**src/rtl/hazard_ctrl.sv**
```systemverilog
// Scoreboard-style hazard control with per-register in-flight write counters and a redirect FSM.
// Optional perf counters are enabled by defining HAZARD_PERF_EN.
module hazard_ctrl #(
  parameter int CNT_W = 2
) (
  input  logic        clk,
  input  logic        rst,
  input  logic        id_valid,
  input  logic        ex_ready,
  input  logic [4:0]  id_rs1,
  input  logic [4:0]  id_rs2,
  input  logic        id_rs1_use,
  input  logic        id_rs2_use,
  input  logic [4:0]  id_rd,
  input  logic        id_rd_wen,
  input  logic        wb_valid,
  input  logic [4:0]  wb_rd,
  input  logic        wb_rd_wen,
  input  logic        ex_redirect,
  input  logic [31:0] ex_target,
  input  logic        if_valid,
  input  logic        id_ready,
  output logic        stall_id,
  output logic        flush_if,
  output logic        flush_id,
  output logic        redirect_valid,
  output logic [31:0] redirect_pc,
  output logic [31:0] busy_mask
`ifdef HAZARD_PERF_EN
  ,
  output logic [31:0] perf_stall_cycles,
  output logic [31:0] perf_flushes
`endif
);

  typedef enum logic [1:0] {RUN, FLUSH, REFILL} state_e;

  state_e            state_q, state_d;
  logic [31:0]       target_q, target_d;
  logic [CNT_W-1:0]  cnt_q [32];
  logic [CNT_W-1:0]  cnt_d [32];
  logic [31:0]       nz, dec_hit, busy_eff;
  logic              sat, hazard, issue;

  // A source whose last in-flight writer retires this cycle is released immediately.
  always_comb begin
    nz       = '0;
    dec_hit  = '0;
    busy_eff = '0;
    for (int r = 1; r < 32; r++) begin
      nz[r]       = (cnt_q[r] != '0);
      dec_hit[r]  = wb_valid && wb_rd_wen && (wb_rd == 5'(r)) && nz[r];
      busy_eff[r] = nz[r] && !(dec_hit[r] && (cnt_q[r] == CNT_W'(1)));
    end
  end

  assign busy_mask   = nz;
  assign redirect_pc = target_q;
  assign sat    = id_rd_wen && (id_rd != 5'd0) && (cnt_q[id_rd] == '1);
  assign hazard = (id_rs1_use && busy_eff[id_rs1]) || (id_rs2_use && busy_eff[id_rs2]) || sat;

  always_comb begin
    state_d        = state_q;
    target_d       = target_q;
    flush_if       = 1'b0;
    flush_id       = 1'b0;
    redirect_valid = 1'b0;
    stall_id       = id_valid && hazard;
    case (state_q)
      RUN: begin
        if (ex_redirect) begin
          flush_if = 1'b1;
          flush_id = 1'b1;
          target_d = ex_target;
          state_d  = FLUSH;
        end
      end
      FLUSH: begin
        redirect_valid = 1'b1;
        flush_if       = 1'b1;
        flush_id       = 1'b1;
        state_d        = REFILL;
      end
      REFILL: begin
        stall_id = 1'b1;
        if (if_valid && id_ready) state_d = RUN;
      end
      default: state_d = RUN;
    endcase
  end

  assign issue = id_valid && ex_ready && !stall_id && (state_q == RUN) && !ex_redirect;

  always_comb begin
    for (int r = 0; r < 32; r++) cnt_d[r] = cnt_q[r];
    cnt_d[0] = '0;
    for (int r = 1; r < 32; r++) begin
      if (issue && id_rd_wen && (id_rd == 5'(r)) && !dec_hit[r])
        cnt_d[r] = cnt_q[r] + CNT_W'(1);
      else if (!(issue && id_rd_wen && (id_rd == 5'(r))) && dec_hit[r])
        cnt_d[r] = cnt_q[r] - CNT_W'(1);
    end
  end

  always_ff @(posedge clk) begin
    if (rst) begin
      state_q  <= RUN;
      target_q <= '0;
      for (int r = 0; r < 32; r++) cnt_q[r] <= '0;
    end else begin
      state_q  <= state_d;
      target_q <= target_d;
      for (int r = 0; r < 32; r++) cnt_q[r] <= cnt_d[r];
    end
  end

`ifdef HAZARD_PERF_EN
  logic [31:0] perf_stall_q, perf_flush_q;

  always_ff @(posedge clk) begin
    if (rst) begin
      perf_stall_q <= '0;
      perf_flush_q <= '0;
    end else begin
      if (stall_id && id_valid) perf_stall_q <= perf_stall_q + 32'd1;
      if ((state_q == RUN) && (state_d == FLUSH)) perf_flush_q <= perf_flush_q + 32'd1;
    end
  end

  assign perf_stall_cycles = perf_stall_q;
  assign perf_flushes      = perf_flush_q;
`endif

endmodule

```
**config.mk**
```make
export PLATFORM = sky130hd
export DESIGN_NAME = hazard_ctrl
export DESIGN_NICKNAME = d
export VERILOG_FILES = /design/src/rtl/hazard_ctrl.sv
export SDC_FILE = /design/constraint.sdc
export NUM_CORES = 1
export LEC_CHECK = 0
export CORE_MARGIN = 2
export CORE_UTILIZATION = 29
export DETAILED_ROUTE_END_ITERATION = 7
export SYNTH_ARGS = -nofsm -noshare
export SYNTH_HDL_FRONTEND = slang
export SYNTH_SLANG_ARGS = --single-unit
```
**constraint.sdc**
```tcl
create_clock -name clk -period 3.8 [get_ports clk]
set_input_delay 0.57 -clock clk [delete_from_list [all_inputs] [get_ports clk]]
set_output_delay 0.57 -clock clk [all_outputs]
set_load 0.05 [all_outputs]
```
==> impl_metrics.toml <==
[sta]
fin_skew_ps = 12.1
rsz0062_at_grt = "false"
layout_setup_ws_ps = 44.0
post-route-min-period_ps = 3760
drv_slew = 0
fmax_mhz = 266
post-route-period-util = 0.988
worst_slew_margin_rel = 0.266
setup_viol = 0
worst_pin_slew_ps = 1100
hold_viol_final = 0

[flow_run]
maxCapViolCount = 0

[cts]
cts_tree = "done"
clkLatencyLatePin_ps = 370
path_clk_slew_ps = 80
numCtsBuffers = 9
cts_root_buf = "clkbuf_16"
clock-sinks = 96
cts.path.max_buffers = 2
h-tree-depth = 3

[die]
dieArea_um2 = 27100
core_um2 = 25300
core.rowCount = 58
fp.dieW_um = 164
start_util = 0.296
die_h_um = 164
io_pins = 132

[global_routing]
overflow = 0
grt_pass1_vias = 7435
grt_max_degree = 44
grt_use_total = 0.197
grt_pass1_wl_um = 41100
grt_antenna_before_repair = 0

[routing]
initialDrtViolationCount = 469
vias_per_cell = 5.04
drt-total-wl_um = 26300
first_pass_iters = 5
drc = 0
drtAntennaViolNets = 0
routedWlPerCell_um = 17.6
vias = 7516

[hold_path]
worstHoldPathType = "flop to flop"
whs_endpoint = "redirect_pc[21]"
hp-start = "redirect_pc[21]"
hold_depth = 2

[worst_setup_path]
cp_slowest_cell = "or4_4"
worstPathRequired_ps = 3230
crit_fanout = 9
crit_chain = "clkdlybuf4s50_1, buf_4, and2_1, a221o_1, or4_4, nand3_4, o211ai_4, a221o_1, buf_12"
crit_family = "buffers and inverters"
cp_data_arrival_time_ps = 3190
r2r_slack_ps = 390
critPathCaptureType = "output pin"
path_class = "input port to output pin"
cpPeakStageDelay_ps = 560
timing.rr.start = "cnt_q[16][1]"
reg2reg_to = "cnt_q[23][1]"
path_common_cell = "a221o_1"
r2r.worst_path.cells = 16
start_kind = "input port"
critPathBufInv = 3

[cells_and_area]
final_util = 0.409
num_antenna_cells = 0
synthToLayoutAreaGrowth_pct = 38.3
final_area_um2 = 10300
drive_gt1_frac = 0.170
layout.nets = 1314

[synth]
ys.flop_type = "dfxtp_1"
synth_area_um2 = 7470
yosysTopAreaCell = "dfxtp_1"
synthDistinctLibCells = 68
synth_top_cell_area_share = 0.257
syn_inst = 954
synth_seq_area_share = 0.257
synthesis.nets = 1111
yosysWarnings = 0
avgSynthCellArea_um2 = 7.83
ys_ff_latch = 96
synth.area.top_cells = "dfxtp_1 26%, ha_1 16%, xor2_1 7.3%"
ys_async_sr_fraction = 0
synth_edf_count = 0

[placement]
placed_area_um2 = 9780
hpwl_um = 20000
gp_congestion = 0.978
portBuffers = 130
dp_slack_ps = -757

[power_and_ir_drop]
p_per_area_nw_per_um2 = 253
peakVddDrop_v = 0.000201
leakage_uw = 0.00430

[outcome]
outcome = "complete, no violations"
==> Yosys cell counts, drive strengths merged, types with 9 or more instances <==
cell      n
a21oi    72
a311oi    9
a31oi     9
a41oi    10
buf      20
clkbuf   38
dfxtp    96
ha       93
inv      99
nand2   108
nand3    33
nand4    26
nor2    118
nor2b    13
nor4     37
xor2     62
==> layer usage <==
| layer | share of wire | global-route usage |
|---|---|---|
| met5 | 0 | 0 |
| met4 | 0.039 | 0.0763 |
| met3 | 0.069 | 0.0424 |
| met2 | 0.45 | 0.325 |
| met1 | 0.44 | 0.251 |
==> cells by family (layout without fill, tap and decap cells) <==
family          Yosys count  count (layout)  share of synthesized area
compound gates          152             152                      0.135
mux                       3               3                    0.00737
buf+inv                 158             366                     0.0869
fa+ha+maj                93              93                      0.156
other cells               1               1                   0.000502
simple gates            389             389                      0.284
xor+xnor                 62              62                     0.0727
flops                    96              96                      0.257
==> placed cells by master (no fill, tap or decap), drive strengths merged, types with 5 or more instances in the layout <==
cell and count:
clkbuf 11, o211ai 8, and3 5, a311oi 9, a41oi 10, nor2b 13
nor3 8, buf 121, and2 7, ha 93, nor2 118, nand3 33
o21ai 6, a211oi 5, nand2 108, o31ai 7, xor2 62, inv 104
o311ai 5, a21oi 72, dfxtp 96, nor4 37, clkdlybuf4s50 119, nand4 26
nand2b 5, a31oi 9
==> power breakdown <==
group / leakage (µW) / internal, µW / switching (µW)
combinational: 0.00338 / 242 / 365
sequential: 0.000778 / 1030 / 12.9
clock: 0.000150 / 473 / 487
==> registers in the layout, indices dropped and copies added, names as in the netlist <==
| register | count |
|---|---|
| cnt_q | 62 |
| redirect_pc | 32 |
| state_q | 2 |
==> cell type report <==
type                            instances  area (µm²)
Fill cell                            2603       14900
Multi-Input combinational cell        700        5000
Timing Repair Buffer                  250        2310
Sequential cell                        96        1920
Tap cell                              330         413
Inverter                              100         375
Clock buffer                            9         225
Clock inverter                          7        81.3
==> per-stage QoR <==
| step | total power (µW) | TNS, ps | instances | hold WS [ps] |
|---|---|---|---|---|
| after floorplan | 1360 | 0 | 954 | 459 |
| after global placement | 1640 | -40970 | 1464 | 441 |
| after detailed placement | 1640 | -40950 | 1464 | 446 |
| after CTS | 2640 | 0 | 1493 | 458 |
| after global routing | 2720 | 0 | 1492 | 472 |
| final | 2610 | 0 | 1492 | 454 |
==> repair_timing <==
item	4_1_cts	5_1_grt
endpoints found under the setup margin	63	26
hold buffers	0	0
pin swaps	8	10
setup buffers	11	0
resized for setup	31	11
cloned	2	0
==> how the worst max path moves through the flow <==
stage,cells past startpoint,slack (ps),end,startpoint
floorplan,8,520,stall_id,wb_rd[1]
global placement,14,-760,cnt_q[4][1],wb_rd[0]
detailed placement,14,-760,cnt_q[24][1],wb_rd[0]
CTS,11,8,stall_id,id_rs1[0]
global route,11,1,stall_id,id_rs1[1]
finish,9,40,stall_id,id_rs2[2]
==> tightest hold or removal path: cells and delay by family (launching register included) <==
family / cells / cell delay [ps]
AO/OA/AOI/OAI: 1 / 50
flip-flops: 1 / 310
AND/OR/NAND/NOR: 1 / 50
Note: power is estimated with default switching activity, not from simulation.
